`src/rtl/div_pkg.sv`:
```
// Shared definitions for the sequential divider: op encodings, FSM state
// type and the most-negative operand value for the default width.
package div_pkg;

  localparam int DIV_WIDTH = 64;

  typedef logic [1:0] div_op_t;

  // Matches funct3[1:0] of the RISC-V M-extension divide group
  localparam div_op_t OP_DIV  = 2'b00;
  localparam div_op_t OP_DIVU = 2'b01;
  localparam div_op_t OP_REM  = 2'b10;
  localparam div_op_t OP_REMU = 2'b11;

  typedef enum logic [2:0] {
    ST_IDLE,
    ST_PREP,
    ST_ITER,
    ST_FIX,
    ST_DONE
  } div_state_t;

  localparam logic [DIV_WIDTH-1:0] INT_MIN = {1'b1, {(DIV_WIDTH-1){1'b0}}};

  // op[0] clear selects the signed variants
  function automatic logic is_signed_op(input div_op_t op);
    return ~op[0];
  endfunction

  // op[1] set selects the remainder as the result
  function automatic logic is_rem_op(input div_op_t op);
    return op[1];
  endfunction

endpackage

```
`src/rtl/seq_div_unit_if.sv`:
```
// Request/response bundle between the EX stage and the divider.
interface seq_div_unit_if
  import div_pkg::*;
#(
  parameter int WIDTH = DIV_WIDTH
);
  logic             start;
  logic [WIDTH-1:0] a;
  logic [WIDTH-1:0] b;
  div_op_t          op;
  logic             busy;
  logic             done;
  logic [WIDTH-1:0] result;
  logic             div_by_zero;

  modport master (
    output start, a, b, op,
    input  busy, done, result, div_by_zero
  );

  modport slave (
    input  start, a, b, op,
    output busy, done, result, div_by_zero
  );
endinterface

```
`src/rtl/div_step.sv`:
```
// One restoring-division step: shift {rem,quo} left, trial-subtract the
// divisor from the widened remainder and keep the difference if it did
// not go negative.
module div_step #(
  parameter int WIDTH = 64
) (
  input  logic [WIDTH-1:0] rem,
  input  logic [WIDTH-1:0] quo,
  input  logic [WIDTH-1:0] divisor,
  output logic [WIDTH-1:0] rem_next,
  output logic [WIDTH-1:0] quo_next
);

  logic        [WIDTH:0] rem_sh;
  logic signed [WIDTH:0] trial;

  // rem < divisor on entry, so the shifted value needs one extra bit and
  // the trial difference always fits in WIDTH+1 signed bits
  always_comb begin
    rem_sh = {rem, quo[WIDTH-1]};
    trial  = rem_sh - {1'b0, divisor};
    if (trial >= 0) begin
      rem_next = trial[WIDTH-1:0];
      quo_next = {quo[WIDTH-2:0], 1'b1};
    end else begin
      rem_next = rem_sh[WIDTH-1:0];
      quo_next = {quo[WIDTH-2:0], 1'b0};
    end
  end

endmodule

```
`src/rtl/seq_div_unit.sv`:
```
// Iterative radix-2 restoring divider for RISC-V DIV/DIVU/REM/REMU.
// One quotient bit per cycle; sign handling and the architectural special
// cases (divide by zero, signed overflow) are resolved in the FIX state.
// Build option DIV_FAST_SPECIAL_EN: special cases skip the iterations and
// go straight from PREP to FIX. Results are identical either way.
module seq_div_unit
  import div_pkg::*;
#(
  parameter int WIDTH = DIV_WIDTH
) (
  input  logic          clk,
  input  logic          rst_n,
  seq_div_unit_if.slave bus
);

  localparam int               CNT_W    = $clog2(WIDTH);
  localparam logic [CNT_W-1:0] CNT_LAST = CNT_W'(WIDTH - 1);
  localparam logic [WIDTH-1:0] MIN_VAL  = {1'b1, {(WIDTH-1){1'b0}}};

  function automatic logic [WIDTH-1:0] negate(input logic [WIDTH-1:0] x);
    return ~x + WIDTH'(1);
  endfunction

  function automatic logic [WIDTH-1:0] magnitude(input logic [WIDTH-1:0] x,
                                                 input logic             signed_op);
    return (signed_op && x[WIDTH-1]) ? negate(x) : x;
  endfunction

  div_state_t       state;
  div_state_t       state_next;

  logic [WIDTH-1:0] a_p0;
  logic [WIDTH-1:0] b_p0;
  div_op_t          op_p0;

  logic [WIDTH-1:0] rem_p1;
  logic [WIDTH-1:0] quo_p1;
  logic [WIDTH-1:0] dvs_p1;
  logic             sign_q_p1;
  logic             sign_r_p1;
  logic [CNT_W-1:0] cnt_p1;

  logic [WIDTH-1:0] result_q;
  logic             dbz_q;

  logic [WIDTH-1:0] rem_step;
  logic [WIDTH-1:0] quo_step;
  logic             b_zero;
  logic             overflow;
  logic [WIDTH-1:0] q_fix;
  logic [WIDTH-1:0] r_fix;

  div_step #(.WIDTH(WIDTH)) u_step (
    .rem      (rem_p1),
    .quo      (quo_p1),
    .divisor  (dvs_p1),
    .rem_next (rem_step),
    .quo_next (quo_step)
  );

  // Special-case detection on the latched operands, plus sign fix-up and overrides
  always_comb begin
    b_zero   = (b_p0 == '0);
    overflow = is_signed_op(op_p0) && (a_p0 == MIN_VAL) && (b_p0 == '1);
    q_fix    = sign_q_p1 ? negate(quo_p1) : quo_p1;
    r_fix    = sign_r_p1 ? negate(rem_p1) : rem_p1;
    if (b_zero) begin
      q_fix = '1;
      r_fix = a_p0;
    end else if (overflow) begin
      q_fix = a_p0;
      r_fix = '0;
    end
  end

  // FSM state register
  always_ff @(posedge clk) begin
    if (!rst_n) state <= ST_IDLE;
    else        state <= state_next;
  end

  // FSM next-state logic; start outside IDLE is dropped
  always_comb begin
    state_next = state;
    case (state)
      ST_IDLE: if (bus.start) state_next = ST_PREP;
`ifdef DIV_FAST_SPECIAL_EN
      ST_PREP: state_next = (b_zero || overflow) ? ST_FIX : ST_ITER;
`else
      ST_PREP: state_next = ST_ITER;
`endif
      ST_ITER: if (cnt_p1 == '0) state_next = ST_FIX;
      ST_FIX:  state_next = ST_DONE;
      ST_DONE: state_next = ST_IDLE;
      default: state_next = ST_IDLE;
    endcase
  end

  // Datapath: operand capture, magnitude prep, iteration and result commit
  always_ff @(posedge clk) begin
    if (!rst_n) begin
      a_p0      <= '0;
      b_p0      <= '0;
      op_p0     <= OP_DIV;
      rem_p1    <= '0;
      quo_p1    <= '0;
      dvs_p1    <= '0;
      sign_q_p1 <= 1'b0;
      sign_r_p1 <= 1'b0;
      cnt_p1    <= '0;
      result_q  <= '0;
      dbz_q     <= 1'b0;
    end else begin
      case (state)
        // p0: latch request operands
        ST_IDLE: begin
          if (bus.start) begin
            a_p0  <= bus.a;
            b_p0  <= bus.b;
            op_p0 <= bus.op;
          end
        end
        // p1: strip signs, seed the shift register and counter
        ST_PREP: begin
          rem_p1    <= '0;
          quo_p1    <= magnitude(a_p0, is_signed_op(op_p0));
          dvs_p1    <= magnitude(b_p0, is_signed_op(op_p0));
          sign_q_p1 <= is_signed_op(op_p0) & (a_p0[WIDTH-1] ^ b_p0[WIDTH-1]);
          sign_r_p1 <= is_signed_op(op_p0) & a_p0[WIDTH-1];
          cnt_p1    <= CNT_LAST;
        end
        ST_ITER: begin
          rem_p1 <= rem_step;
          quo_p1 <= quo_step;
          cnt_p1 <= cnt_p1 - CNT_W'(1);
        end
        // p2: commit signed/overridden result
        ST_FIX: begin
          result_q <= is_rem_op(op_p0) ? r_fix : q_fix;
          dbz_q    <= b_zero;
        end
        default: ;
      endcase
    end
  end

  assign bus.busy        = (state == ST_PREP) || (state == ST_ITER) || (state == ST_FIX);
  assign bus.done        = (state == ST_DONE);
  assign bus.result      = result_q;
  assign bus.div_by_zero = dbz_q;

endmodule
```
`src/flat_wrapper.sv`:
```
// flat-port wrapper written by rule: the top's interface ports become plain ports
module seq_div_unit_flat import div_pkg::*;
#(
  parameter int WIDTH = DIV_WIDTH
)
  (clk, rst_n, bus_start, bus_a, bus_b, bus_op, bus_busy, bus_done, bus_result, bus_div_by_zero);
  seq_div_unit_if #(.WIDTH(WIDTH)) bus_i ();
  input  logic clk;
  input  logic rst_n;
  input wire logic [$bits(bus_i.start)-1:0] bus_start;
  input wire logic [$bits(bus_i.a)-1:0] bus_a;
  input wire logic [$bits(bus_i.b)-1:0] bus_b;
  input wire logic [$bits(bus_i.op)-1:0] bus_op;
  output wire logic [$bits(bus_i.busy)-1:0] bus_busy;
  output wire logic [$bits(bus_i.done)-1:0] bus_done;
  output wire logic [$bits(bus_i.result)-1:0] bus_result;
  output wire logic [$bits(bus_i.div_by_zero)-1:0] bus_div_by_zero;
  assign bus_i.start = bus_start;
  assign bus_i.a = bus_a;
  assign bus_i.b = bus_b;
  assign bus_i.op = bus_op;
  assign bus_busy = bus_i.busy;
  assign bus_done = bus_i.done;
  assign bus_result = bus_i.result;
  assign bus_div_by_zero = bus_i.div_by_zero;
  seq_div_unit #(.WIDTH(WIDTH)) u_core (.clk(clk), .rst_n(rst_n), .bus(bus_i));
endmodule
```
`config.mk`:
```
export PLATFORM = sky130hd
export DESIGN_NAME = seq_div_unit_flat
export DESIGN_NICKNAME = d
export VERILOG_FILES = /design/src/rtl/div_pkg.sv /design/src/rtl/seq_div_unit_if.sv /design/src/rtl/div_step.sv /design/src/rtl/seq_div_unit.sv /design/src/flat_wrapper.sv
export SDC_FILE = /design/constraint.sdc
export NUM_CORES = 1
export LEC_CHECK = 0
export BUFFER_PORTS_ARGS = -buffer_cell sky130_fd_sc_hd__buf_2
export CAP_MARGIN = 20
export CELL_PAD_IN_SITES_DETAIL_PLACEMENT = 1
export CELL_PAD_IN_SITES_GLOBAL_PLACEMENT = 1
export CORE_ASPECT_RATIO = 0.5
export CORE_MARGIN = 1
export CORE_UTILIZATION = 37
export CTS_BUF_LIST = sky130_fd_sc_hd__clkbuf_2
export DETAILED_ROUTE_END_ITERATION = 10
export PLACE_DENSITY = 0.76
export REMOVE_ABC_BUFFERS = 1
export SYNTH_ARGS = -nofsm -noshare
export SYNTH_HDL_FRONTEND = slang
export SYNTH_SLANG_ARGS = --single-unit
```
`constraint.sdc`:
```
create_clock -name clk -period 5.2 [get_ports clk]
set_input_delay 1.04 -clock clk [delete_from_list [all_inputs] [get_ports clk]]
set_output_delay 1.04 -clock clk [all_outputs]
set_load 0.01 [all_outputs]
```
# Yosys cells after proc, flatten, opt, wreduce, memory -nomap -nowiden
# Index checks and enable logic that the tools add are counted.
dict set report classes {
  addsub 6
  order_cmp 1
  n_eq_ne 8
  n_mux 17
  n_bitwise 8
  reduce_logical 12
}
# op n
set op_table {}
lappend op_table {{$mux 64} 10}
lappend op_table {{$add 64x1->64 const B} 4}
lappend op_table {{$not 64->64} 4}
lappend op_table {{$pmux 64 s2} 2}
lappend op_table {{$eq 64x64->1 const B} 2}
lappend op_table {{$ge 65x1->1 const B} 1}
lappend op_table {{$sub 65x64->65} 1}
lappend op_table {{$logic_not 64->1} 1}
lappend op_table {{$pmux 3 s4} 1}
lappend op_table {{$pmux 6 s2} 1}
lappend op_table {{$eq 3x2->1 const B} 2}
lappend op_table {{$logic_not 6->1} 1}
lappend op_table {{$mux 3} 2}
lappend op_table {{$sub 6x1->6 const B} 1}
lappend op_table {{$logic_and 1x1->1} 4}
lappend op_table {{$reduce_and 2->1} 2}
lappend op_table {{$eq 3x1->1 const B} 1}
lappend op_table {{$eq 3x3->1 const B} 1}
lappend op_table {{$logic_not 3->1} 1}
lappend op_table {{$and 1x1->1} 2}
lappend op_table {{$logic_or 1x1->1} 2}
lappend op_table {{$ne 2x1->1 const B} 1}
lappend op_table {{$ne 2x2->1 const B} 1}
lappend op_table {{$reduce_bool 2->1} 1}
lappend op_table {{3 further kinds} 3}
dict set report word_totals {
  ff_bits 398
  input_bits 133
  out_inout_bits 67
  wordCells 64
}

# Depth between registers and ports, before layout
# Gate-level depths: netlist of the first run.
dict set report depth {
  word_depth 6
  ltp_mapped 15
}

# Cells and area by module
# Synthesis of the first run repeated with hierarchy kept, for this count alone.
dict set report unflattened {
  hier_cells 3452
  area_unflattened_um2 26360.3
}
# module n_inst cells_each area_each_um2 seq_area_each_um2
set by_module_without_submodules {}
lappend by_module_without_submodules {seq_div_unit 1 2683 20886.3 7967.6}
lappend by_module_without_submodules {div_step 1 769 5474.0 0.0}

# Worst setup path after synthesis of the first run
# OpenSTA, ideal clock, no wires.
dict set report synth_path {
  kind {register to register}
  from {register u_core.rem_p1[2]}
  to {register u_core.result_q[62] (netlist: u_core.bus.result[62])}
  arrival_time_ns 3.450
  t_required_ns 5.083
  setup_slack_ns 1.633
  path_stages_with_launch 11
  path_buffers 1
  path_cell_list {dfxtp_1 -> or4_4 -> or4_4 -> or3_1 -> buf_2 -> or3_4 -> or4_4 -> o41ai_4 -> xor2_1 -> o211ai_1 -> a32o_1}
}
dict set report synth_via {
  elab_chain_len 6
}
# item line
set synth_lines {}
lappend synth_lines {{start, declared} seq_div_unit.sv:36} ;# logic [WIDTH-1:0] rem_p1;
lappend synth_lines {{start signal, assigned} seq_div_unit.sv:133} ;# rem_p1 <= rem_step;
lappend synth_lines {{$not 64->64} seq_div_unit.sv:21} ;# return ~x + WIDTH'(1);
lappend synth_lines {{$add 64x1->64} seq_div_unit.sv:21}
lappend synth_lines {{$mux 64} seq_div_unit.sv:66} ;# r_fix = sign_r_p1 ? negate(rem_p1) : rem_p1;
lappend synth_lines {{$mux 64} seq_div_unit.sv:70} ;# end else if (overflow) begin
lappend synth_lines {{$mux 64} seq_div_unit.sv:67} ;# if (b_zero) begin
lappend synth_lines {{$mux 64} seq_div_unit.sv:139} ;# result_q <= is_rem_op(op_p0) ? r_fix : q_fix;
lappend synth_lines {{end signal, assigned} seq_div_unit.sv:139}
lappend synth_lines {{end, declared} seq_div_unit.sv:43} ;# logic [WIDTH-1:0] result_q;
# Every way passes these cells.
# A chain may end at the register's enable or synchronous reset.

# Worst setup path in the final report of the first run
dict set report layout_path {
  from {register u_core.b_p0[3]}
  to {register u_core.result_q[17] (netlist: u_core.bus.result[17])}
}
dict set report layout_via {
  elab_chain_len 5
}
# item line
set layout_lines {}
lappend layout_lines {{start, declared} seq_div_unit.sv:33} ;# logic [WIDTH-1:0] b_p0;
lappend layout_lines {{start signal, assigned} seq_div_unit.sv:119} ;# b_p0 <= bus.b;
lappend layout_lines {{$eq 64x64->1} seq_div_unit.sv:64} ;# overflow = is_signed_op(op_p0) && (a_p0 == MIN_VAL) && (b_p0 == '1);
lappend layout_lines {{$logic_and 1x1->1} seq_div_unit.sv:64}
lappend layout_lines {{$mux 64} seq_div_unit.sv:70}
lappend layout_lines {{$mux 64} seq_div_unit.sv:67}
lappend layout_lines {{$mux 64 *} seq_div_unit.sv:139}
# Mark *: on every way between the ends. The rest lies on a longest branch, timed or not.

==> impl_metrics.csv, run 1 <==
group,metric,value,unit
status,status,"complete, but fails checks",
status,violations,"design-rule violations",
clock_tree,postCtsSetupBuffers,0,
logic_synthesis,syn_avg_cell_area,7.42,um^2
clock_tree,path_clk_slew,0.11,ns
setup_path,crit_start,"u_core.b_p0[3]$_SDFFE_PN0P_",
detailed_routing,via_per_inst,5.82,
setup_path,critPathLaunchType,"flop",
sta,max_freq,232,MHz
placement,io_buffers,199,
setup_path,endpoint,"u_core.bus.result[17]$_SDFFE_PN0P_",
logic_synthesis,syn-instance-count,3368,
setup_path,reg2reg_slack,0.89,ns
global_route,grt_pass1_wl,153000,um
setup_path,arrival,5.34,ns
detailed_routing,drt_iter0_markers,2365,
placement,pre_cts_ws,1.01,ns
detailed_routing,wl_per_cell,22.0,um
sta,period_needed,4.31,ns
sta,relSlewSlack,25.2,%
setup_path,cp_num_buf_inv,1,
setup_path,worstSetupPathType,"reg2reg",
logic_synthesis,yosysSeqAreaShare,31.9,%
power,power_leakage,11.3,nW
clock_tree,cts_root_buffer,"clkbuf_2",
global_route,grt_max_degree,126,
run,maxCapViolations,0,
sta,hold_viol,0,
detailed_routing,dr.pass1.iters,8,
setup_path,cp_cell_sequence,"or4_1, nor4_1, and3_1, nand2_1, or3_1, or3_1, buf_4, nand3_2, nor2_1, a2111oi_0, nor2_1",
cells_and_area,drive_gt1_share,11.9,%
sta,finalSetupTns,0,ns
clock_tree,clock_latency,1.20,ns
setup_path,critical_path.endpoint_type,"flop",
sta,drv_slew,0,
setup_path,critical_path.top_delay_family,"simple AND/OR/NAND/NOR gates",
floorplan,die_x,370,um
sta,setup_ws,0.893,ns
hold_path,hp-class,"in2reg",
sta,hold_ws,0.124,ns
global_route,grt_pass1_vias,25900,
setup_path,crit_fanout,32,
setup_path,worst_r2r_endpoint,"u_core.bus.result[17]$_SDFFE_PN0P_",
floorplan,dieArea,68700,um^2
detailed_routing,postRouteAntennaNets,0,
setup_path,ff2ff_path_depth,11,
placement,dpl.hpwl,70700,um
logic_synthesis,synth-seq-cells,398,
power,p_per_area,402,nW/um^2
global_route,track_usage,28.4,%
clock_tree,cts_tree,"done",
detailed_routing,routed_wl,99400,um
logic_synthesis,syn_area,25000,um^2
floorplan,start_util,37.9,%
clock_tree,cts-buffers-inserted,99,
power,finalPower,11.4,mW
cells_and_area,area_growth,13.9,%
hold_path,min_from,"bus_a[21]",
logic_synthesis,ys_types,79,
global_route,antenna_found_initial,2,
logic_synthesis,synth_flop_cell,"dfxtp_1",
clock_tree,htreeDepth,3,
clock_tree,clockBufferDepth,3,
logic_synthesis,synth_top_area_cell,"dfxtp_1",
logic_synthesis,synth_area_leaders,"dfxtp_1, nand2_1, a21oi_1, xnor2_1, o21ai_0",
sta,timing.final.crit_share,82.8,%
logic_synthesis,synth_top_area_share,31.9,%
setup_path,cp.depth,11,
cells_and_area,num-nets-final,3763,
sta,skew,0.0971,ns
floorplan,io_pins,200,
detailed_routing,drc,5,
sta,rsz0062_at_grt,"no",
logic_synthesis,synth-async-reset-ratio,0,%
setup_path,cp_slowest_cell,"or4_1",
sta,setup_viol_count_final,0,
sta,tightest_slew,1.12,ns
clock_tree,cts_sinks,398,
detailed_routing,num_vias,26300,
floorplan,rows,66,
placement,place.gp.congestion,0.946,
floorplan,fp.dieH,186,um
floorplan,core-area,65900,um^2
global_route,grt.overflow.total,0,
logic_synthesis,synth_edf_count,0,
setup_path,worstReg2RegStart,"u_core.b_p0[3]$_SDFFE_PN0P_",
setup_path,slowest_delay,0.61,ns
setup_path,cp.required,6.23,ns
power,irDropWorstVdd,447,uV
logic_synthesis,yosysWarningCount,0,
==> power by group <==
| part | total, mW | leakage [nW] | internal [mW] | switching (mW) |
|---|---|---|---|---|
| clock | 2.29 | 0.683 | 0.816 | 1.47 |
| sequential | 3.64 | 3.24 | 3.27 | 0.370 |
| combinational | 5.52 | 7.34 | 2.06 | 3.46 |
==> cells in the mapped netlist (20+ instances only) <==
library cell and number:
a21o_1 31, nand3_1 60, a22oi_1 56, nor3_1 57, nand2_1 596, a211oi_1 50, a31oi_1 20, nor4_1 37
inv_1 101, ha_1 71, or3_1 38, a221oi_1 22, xor2_1 96, a21oi_1 392, o211ai_1 25, mux2i_1 39
or4_1 28, xnor2_1 194, nand2b_1 22, o41ai_1 25, dfxtp_1 398, clkbuf_1 223, o31ai_1 64, nand4_1 37
o21ai_0 238, nor2_1 204
==> metal layers <==
layer	wire (um)	up-vias	GRT usage [%]	part of all wire, %
li1	-	12500	-	-
met1	48000	12800	40.9	48
met2	42100	868	42.7	42
met3	6300	179	4.14	6.3
met4	3070	0	10.3	3.1
met5	0	-	0	0
==> cells by family (layout without fill, tap and decap cells) <==
family                     Yosys count  count (layout)  synth area share [%]
and+or+nand+nor                   1159            1159                  20.9
AOI/OAI and AO/OA                 1062            1062                  26.5
DFF                                398             398                  31.9
buffers and inverters              347             616                  5.31
xor gates and xnor gates           290             290                  10.2
adders and majority gates           72              72                  3.63
muxes                               40              40                  1.61
other                                0               1                     0
==> worst min-delay path, delay by kind of cell <==
family	cells	cell delay, ns
AOI/OAI and AO/OA	1	0.05
buffers and inverters	1	0.10
and+or+nand+nor	1	0.05
==> metrics by stage <==
stage,instances,utilization [%],cell area (um^2)
final,4522,43.2,28500
after global routing,4522,43.2,28500
after detailed placement,4252,40.5,26700
after CTS,4521,43.2,28500
after global placement,4252,40.5,26700
after floorplan,3124,-,24100
==> what timing repair did <==
action / 4_1_cts / 5_1_grt
hold buffers: 89 / 0
setup endpoints to repair: 0 / 0
hold endpoints to repair: 89 / 0
resized for setup: 0 / 0
==> layout by cell type (no fill, tap or decap), types with 64 or more instances in the layout <==
cell / instances
nand2_1: 596
dfxtp_1: 395
a21oi_1: 392
o21ai_0: 238
nor2_1: 200
buf_2: 199
xnor2_1: 194
clkbuf_2: 134
inv_1: 101
xor2_1: 96
dlygate4sd3_1: 89
ha_1: 71
o31ai_1: 64
==> worst min path at each step <==
stage               slack (ns)                                end  cells past startpoint
detailed placement        0.45  u_core.bus.result[9]$_SDFFE_PN0P_                      2
floorplan                 0.43     u_core.dvs_p1[34]$_SDFFE_PN0P_                      2
finish                    0.12       u_core.a_p0[21]$_SDFFE_PN0P_                      3
CTS                     0.0004       u_core.a_p0[12]$_SDFFE_PN0P_                      3
global route              0.03       u_core.a_p0[45]$_SDFFE_PN0P_                      3
global placement          0.44     u_core.dvs_p1[42]$_SDFFE_PN0P_                      2
==> flip-flops by register name (all words and copies together), names as in the netlist <==
name                    cells
u_core.a_p0                64
u_core.b_p0                64
u_core.bus.result          64
u_core.dvs_p1              64
u_core.quo_p1              64
u_core.rem_p1              64
u_core.cnt_p1               6
u_core.state                3
u_core.op_p0                2
u_core.bus.div_by_zero      1
u_core.sign_q_p1            1
u_core.sign_r_p1            1
==> final cells by class <==
cell class	count	area, um^2
clock inverter	46	245
fill	8357	37400
timing repair buffer	333	2310
tap	884	1110
antenna	1	2.50
inverter	103	394
clock buffer	134	671
sequential	398	7970
multi-input combinational	2623	15800
No activity file was read; power rests on OpenSTA's default activity.
==> inputs of run 2 (changes only) <==
==> constraint.sdc (replaced) <==
create_clock -name clk -period 4.3 [get_ports clk]
set_input_delay 0.86 -clock clk [delete_from_list [all_inputs] [get_ports clk]]
set_output_delay 0.86 -clock clk [all_outputs]
set_load 0.01 [all_outputs]
==> run 2 against run 1 <==
- combinational power increased by 25%
- the run now ends clean
- utilization increased by 0.86 points
- worst hold slack improved by 0.0066 ns
- clock power increased by 14%
- highest routed layer unchanged
- via count increased by 0.81%
- critical path type unchanged
- largest cell class unchanged
==> impl_metrics.csv, run 2 (same netlist as run 1, synthesis figures left out) <==
group,metric,value,unit
power,power_leakage,11.5,nW
cells_and_area,drive_gt1_share,12.5,%
power,clockPowerShare,18.8,%
detailed_routing,drt_iter0_markers,2217,
power,p_int,7.47,mW
cells_and_area,layout_commonest_cell,"nand2_1",
setup_path,cp_cell_sequence,"or4_1, or4_1, or3b_1, nor3_4, nand2b_1, or3_2, buf_4, nand2_1, o211ai_1, a32o_1",
detailed_routing,via_per_inst,5.79,
setup_path,worstSetupPathType,"reg2reg",
placement,io_buffers,199,
hold_path,holdPathStages,4,
sta,tightest_slew,1.02,ns
clock_tree,path_clk_slew,0.12,ns
power,pwr-share-seq,31.7,%
detailed_routing,num_vias,26500,
global_route,grt_pass1_vias,26200,
sta,setup_viol_count_final,0,
sta,relSlewSlack,31.8,%
detailed_routing,wl_per_cell,21.8,um
floorplan,start_util,37.9,%
global_route,antenna_found_initial,3,
cells_and_area,instances_no_fill,4577,
global_route,grt.overflow.total,0,
placement,pre_cts_ws,0.267,ns
clock_tree,htreeDepth,3,
setup_path,cp.depth,10,
detailed_routing,routed_wl,100000,um
hold_path,hp-class,"in2reg",
setup_path,cp_slowest_cell,"or3_2",
clock_tree,cts_root_buffer,"clkbuf_2",
floorplan,dieArea,68700,um^2
clock_tree,postCtsSetupBuffers,0,
power,irDropWorstVdd,507,uV
placement,placed_cells,4279,
cells_and_area,most-common-layout-cells,"nand2_1, dfxtp_1, a21oi_1",
cells_and_area,area_growth,16.2,%
placement,place.gp.congestion,0.945,
detailed_routing,dr.pass1.iters,7,
setup_path,crit_fanout,36,
clock_tree,cts_tree,"done",
detailed_routing,postRouteAntennaNets,0,
sta,max_freq,250,MHz
setup_path,cp_num_buf_inv,1,
sta,drv_slew,0,
sta,setup_ws,0.308,ns
sta,period_needed,3.99,ns
global_route,track_usage,28.7,%
clock_tree,clockBufferDepth,3,
power,p_sw,6.41,mW
floorplan,fp.dieH,186,um
run,maxCapViolations,0,
setup_path,slowest_delay,0.64,ns
placement,dpl.hpwl,71700,um
setup_path,crit_top_cell,"or4_1",
sta,hold_viol,0,
status,status,"finished clean",
floorplan,core-area,65900,um^2
clock_tree,cts_sinks,398,
global_route,grt_pass1_wl,155000,um
power,combPwrFrac,49.5,%
sta,rsz0062_at_grt,"no",
clock_tree,clock_latency,1.22,ns
cells_and_area,final_area,29000,um^2
setup_path,arrival,5.11,ns
setup_path,cp.required,5.42,ns
floorplan,rows,66,
setup_path,critical_path.endpoint_type,"flop",
global_route,grt_max_degree,146,
power,finalPower,13.9,mW
power,p_per_area,478,nW/um^2
setup_path,critical_path.top_delay_family,"simple AND/OR/NAND/NOR gates",
sta,skew,0.0930,ns
cells_and_area,num-nets-final,3832,
setup_path,critPathLaunchType,"flop",
cells_and_area,final_util,44.1,%
placement,dpl_cell_area,26900,um^2
detailed_routing,drc,0,
power,switching_share,46.2,%
floorplan,die_x,370,um
floorplan,io_pins,200,
sta,timing.final.crit_share,92.8,%
clock_tree,cts-buffers-inserted,98,
setup_path,ff2ff_path_depth,10,
run 2: per-stage QoR:
stage	setup TNS, ns	hold WS [ns]
floorplan	-2435.70	0.432
global placement	0	0.440
detailed placement	0	0.446
CTS	0	0.00507
global route	0	0.0544
finish	0	0.131
run 2: tightest hold or removal path, cell delays in order:
cell and delay [ns]:
buf_2 0.09, inv_1 0.05, o21ai_0 0.12, and3_1 0.15
run 2: power groups by stage:
stage                     registers [mW]  logic, mW  clock network [mW]
after global placement              4.45       6.50                   0
after CTS                           4.38       6.76                2.68
final                               4.40       6.88                2.61
after detailed placement            4.47       6.64                   0
after floorplan                     4.23       3.28                   0
after global routing                4.43       7.49                2.85
run 2: cell type report:
cell class,count,area [um^2]
clock buffers,135,676
flip-flops and latches,398,7970
multi-input cells,2623,15800
clock inverters,29,149
fillers,8397,36900
well taps,884,1110
inverters,103,394
repair buffers,403,2960
diodes,2,5.00
run 2: timing repair:
item                                    4_1_cts  5_1_grt
hold buffers                                130        0
endpoints found under the setup margin        0        3
resized for setup                             0        1
hold endpoints to repair                    130        0
run 2: metal layers:
layer | up-vias | share of wire (%) | track usage, %
li1 | 12600 | - | -
met1 | 12800 | 47 | 40.6
met2 | 892 | 42 | 42.8
met3 | 204 | 7.4 | 5.95
met4 | 0 | 3.2 | 10.1
met5 | - | 0 | 0
run 2: path summary, 6_finish.rpt:
kind	start	to	slack [ns]
worst max-delay path	u_core.a_p0[33]$_SDFFE_PN0P_	u_core.bus.result[46]$_SDFFE_PN0P_	0.31
worst min-delay path	bus_start	u_core.state[0]$_SDFFE_PN0P_	0.13
worst max register to register	u_core.a_p0[33]$_SDFFE_PN0P_	u_core.bus.result[46]$_SDFFE_PN0P_	0.31
worst min register to register	u_core.dvs_p1[42]$_SDFFE_PN0P_	u_core.dvs_p1[42]$_SDFFE_PN0P_	0.46
==> inputs of run 3 (changes only) <==
--- a/config.mk
+++ b/config.mk
@@ -15,7 +15,6 @@
 export CTS_BUF_LIST = sky130_fd_sc_hd__clkbuf_2
 export DETAILED_ROUTE_END_ITERATION = 10
 export PLACE_DENSITY = 0.76
-export REMOVE_ABC_BUFFERS = 1
 export SYNTH_ARGS = -nofsm -noshare
 export SYNTH_HDL_FRONTEND = slang
 export SYNTH_SLANG_ARGS = --single-unit
==> run 3 against run 2 <==
- the flow now finishes with violations (design-rule violations)
- worst hold slack better by 0.068 ns
- highest routed layer is now met5
- via count is 2.8% higher
- routed wire length is 5.1% higher
==> impl_metrics.csv, run 3 (same netlist as run 1, synthesis figures left out) <==
group,metric,value,unit
setup_path,crit_fanout,14,
power,finalPower,14.0,mW
hold_path,min_from,"bus_start",
cells_and_area,fillers,8373,
clock_tree,postCtsSetupBuffers,0,
floorplan,start_util,37.9,%
cells_and_area,num-nets-final,3846,
status,violations,"design-rule violations",
clock_tree,clock_latency,1.20,ns
floorplan,die_x,370,um
placement,io_buffers,199,
detailed_routing,drt_iter0_markers,2492,
clock_tree,clockBufferDepth,3,
setup_path,worst_r2r_endpoint,"u_core.bus.result[23]$_SDFFE_PN0P_",
setup_path,ff2ff_path_depth,11,
sta,drv_slew,0,
placement,dpl.hpwl,75700,um
sta,finalSetupTns,0,ns
global_route,grt_pass1_vias,26700,
detailed_routing,dr.pass1.iters,8,
clock_tree,cts_tree,"done",
hold_path,whs_endpoint,"u_core.state[0]$_SDFFE_PN0P_",
floorplan,core-area,65900,um^2
detailed_routing,routed_wl,105000,um
floorplan,io_pins,200,
clock_tree,htreeDepth,3,
sta,setup_viol_count_final,0,
floorplan,rows,66,
global_route,grt_max_degree,146,
detailed_routing,drc,10,
sta,max_freq,247,MHz
logic_synthesis,syn-num-nets,3573,
cells_and_area,layout_commonest_cell,"nand2_1",
setup_path,critical_path.top_delay_family,"simple AND/OR/NAND/NOR gates",
clock_tree,path_clk_slew,0.11,ns
global_route,track_usage,30.0,%
cells_and_area,area_growth,16.5,%
floorplan,fp.dieH,186,um
setup_path,cp_slowest_cell,"or3_2",
clock_tree,cts_sinks,398,
sta,relSlewSlack,32.2,%
setup_path,worstReg2RegStart,"u_core.a_p0[32]$_SDFFE_PN0P_",
cells_and_area,most-common-layout-cells,"nand2_1, dfxtp_1, a21oi_1",
global_route,grt_pass1_wl,160000,um
global_route,antenna_found_initial,5,
placement,place.gp.congestion,0.960,
sta,hold_viol,0,
clock_tree,cts-buffers-inserted,99,
run,maxCapViolations,0,
setup_path,cp.required,5.35,ns
status,status,"complete, but fails checks",
power,p_per_area,482,nW/um^2
sta,period_needed,4.06,ns
clock_tree,cts_root_buffer,"clkbuf_2",
detailed_routing,wl_per_cell,22.8,um
power,irDropWorstVdd,276,uV
setup_path,arrival,5.10,ns
setup_path,cp_cell_sequence,"or4_1, or4_1, or3b_1, nor3_4, nand2b_1, or3_2, buf_4, a21oi_1, nor2_1, a2111oi_0, nor2_1",
global_route,grt.overflow.total,0,
hold_path,holdPathStages,4,
setup_path,slowest_delay,0.70,ns
detailed_routing,postRouteAntennaNets,0,
setup_path,worstSetupPathType,"reg2reg",
floorplan,dieArea,68700,um^2
setup_path,cp_num_buf_inv,1,
sta,tightest_slew,1.01,ns
power,power_leakage,11.6,nW
hold_path,hp-class,"in2reg",
setup_path,critical_path.endpoint_type,"flop",
setup_path,reg2reg_slack,0.24,ns
sta,skew,0.0854,ns
detailed_routing,via_per_inst,5.93,
sta,rsz0062_at_grt,"no",
setup_path,critPathLaunchType,"flop",
sta,timing.final.crit_share,94.3,%
detailed_routing,num_vias,27300,
cells_and_area,drive_gt1_share,12.8,%
run 3: changes by cell type in the layout (fill, tap and decap cells not counted), moves of 2 or more:
| cell | change |
|---|---|
| nor2_2 | -2 |
| nor2_1 | +2 |
| buf_4 | +14 |
| clkbuf_2 | +6 |
| clkinv_2 | +2 |
| diode_2 | +2 |
run 3: metal layers:
layer	share of wire, %	vias to the layer above	GRT usage, %
met3	7.4	189	4.96
met1	47	13500	42.6
met5	0.012	-	0
met2	43	975	46.1
li1	-	12600	-
met4	2.6	2	9.16
run 3: report_power, final:
group / total (mW) / internal [mW] / switching, mW
combinational: 7.04 / 2.67 / 4.36
sequential: 4.39 / 3.95 / 0.440
clock: 2.61 / 0.874 / 1.73
total: 14.0 / 7.50 / 6.53
run 3: repair_timing:
item                                    CTS  global route
endpoints found under the setup margin    0             8
resized for setup                         0             1
endpoints found under the hold margin   130             0
hold buffers                            130             0
run 3: metrics by stage:
step                      hold slack, ns  util (%)  setup slack (ns)  cell area [um^2]  cells
after global routing               0.173      44.2            0.0493             29100   4596
final                              0.199      44.2             0.245             29100   4597
after floorplan                    0.432         -             0.733             25000   3368
after CTS                          0.115      44.1             0.255             29100   4592
after detailed placement           0.440      40.9             0.328             27000   4293
after global placement             0.440      40.9             0.356             27000   4293
run 3: final cells by class:
cell class	count	area [um^2]	area share (%)
repair buffers	416	3050	10.5
well taps	884	1110	3.80
diodes	4	10.0	0.0344
inverters	103	394	1.35
flip-flops and latches	398	7970	27.4
clock inverters	28	113	0.387
clock buffers	141	706	2.42
multi-input cells	2623	15800	54.2
run 3: worst reg2reg max path: cells and delay by family, from the launching register on:
family / cells / cell delay, ns
AOI/OAI and AO/OA: 2 / 0.50
buffers and inverters: 1 / 0.25
DFF: 1 / 0.32
and+or+nand+nor: 8 / 2.87
run 3: worst max path at each step:
| stage | from | endpoint | depth (start not counted) |
|---|---|---|---|
| global route | u_core.a_p0[32]$_SDFFE_PN0P_ | u_core.bus.result[23]$_SDFFE_PN0P_ | 11 |
| CTS | u_core.a_p0[44]$_SDFFE_PN0P_ | u_core.bus.result[23]$_SDFFE_PN0P_ | 11 |
| global placement | u_core.a_p0[32]$_SDFFE_PN0P_ | u_core.bus.result[23]$_SDFFE_PN0P_ | 11 |
| floorplan | u_core.rem_p1[2]$_SDFFE_PN0P_ | u_core.bus.result[62]$_SDFFE_PN0P_ | 10 |
| finish | u_core.a_p0[32]$_SDFFE_PN0P_ | u_core.bus.result[23]$_SDFFE_PN0P_ | 11 |
| detailed placement | u_core.a_p0[44]$_SDFFE_PN0P_ | u_core.bus.result[23]$_SDFFE_PN0P_ | 11 |
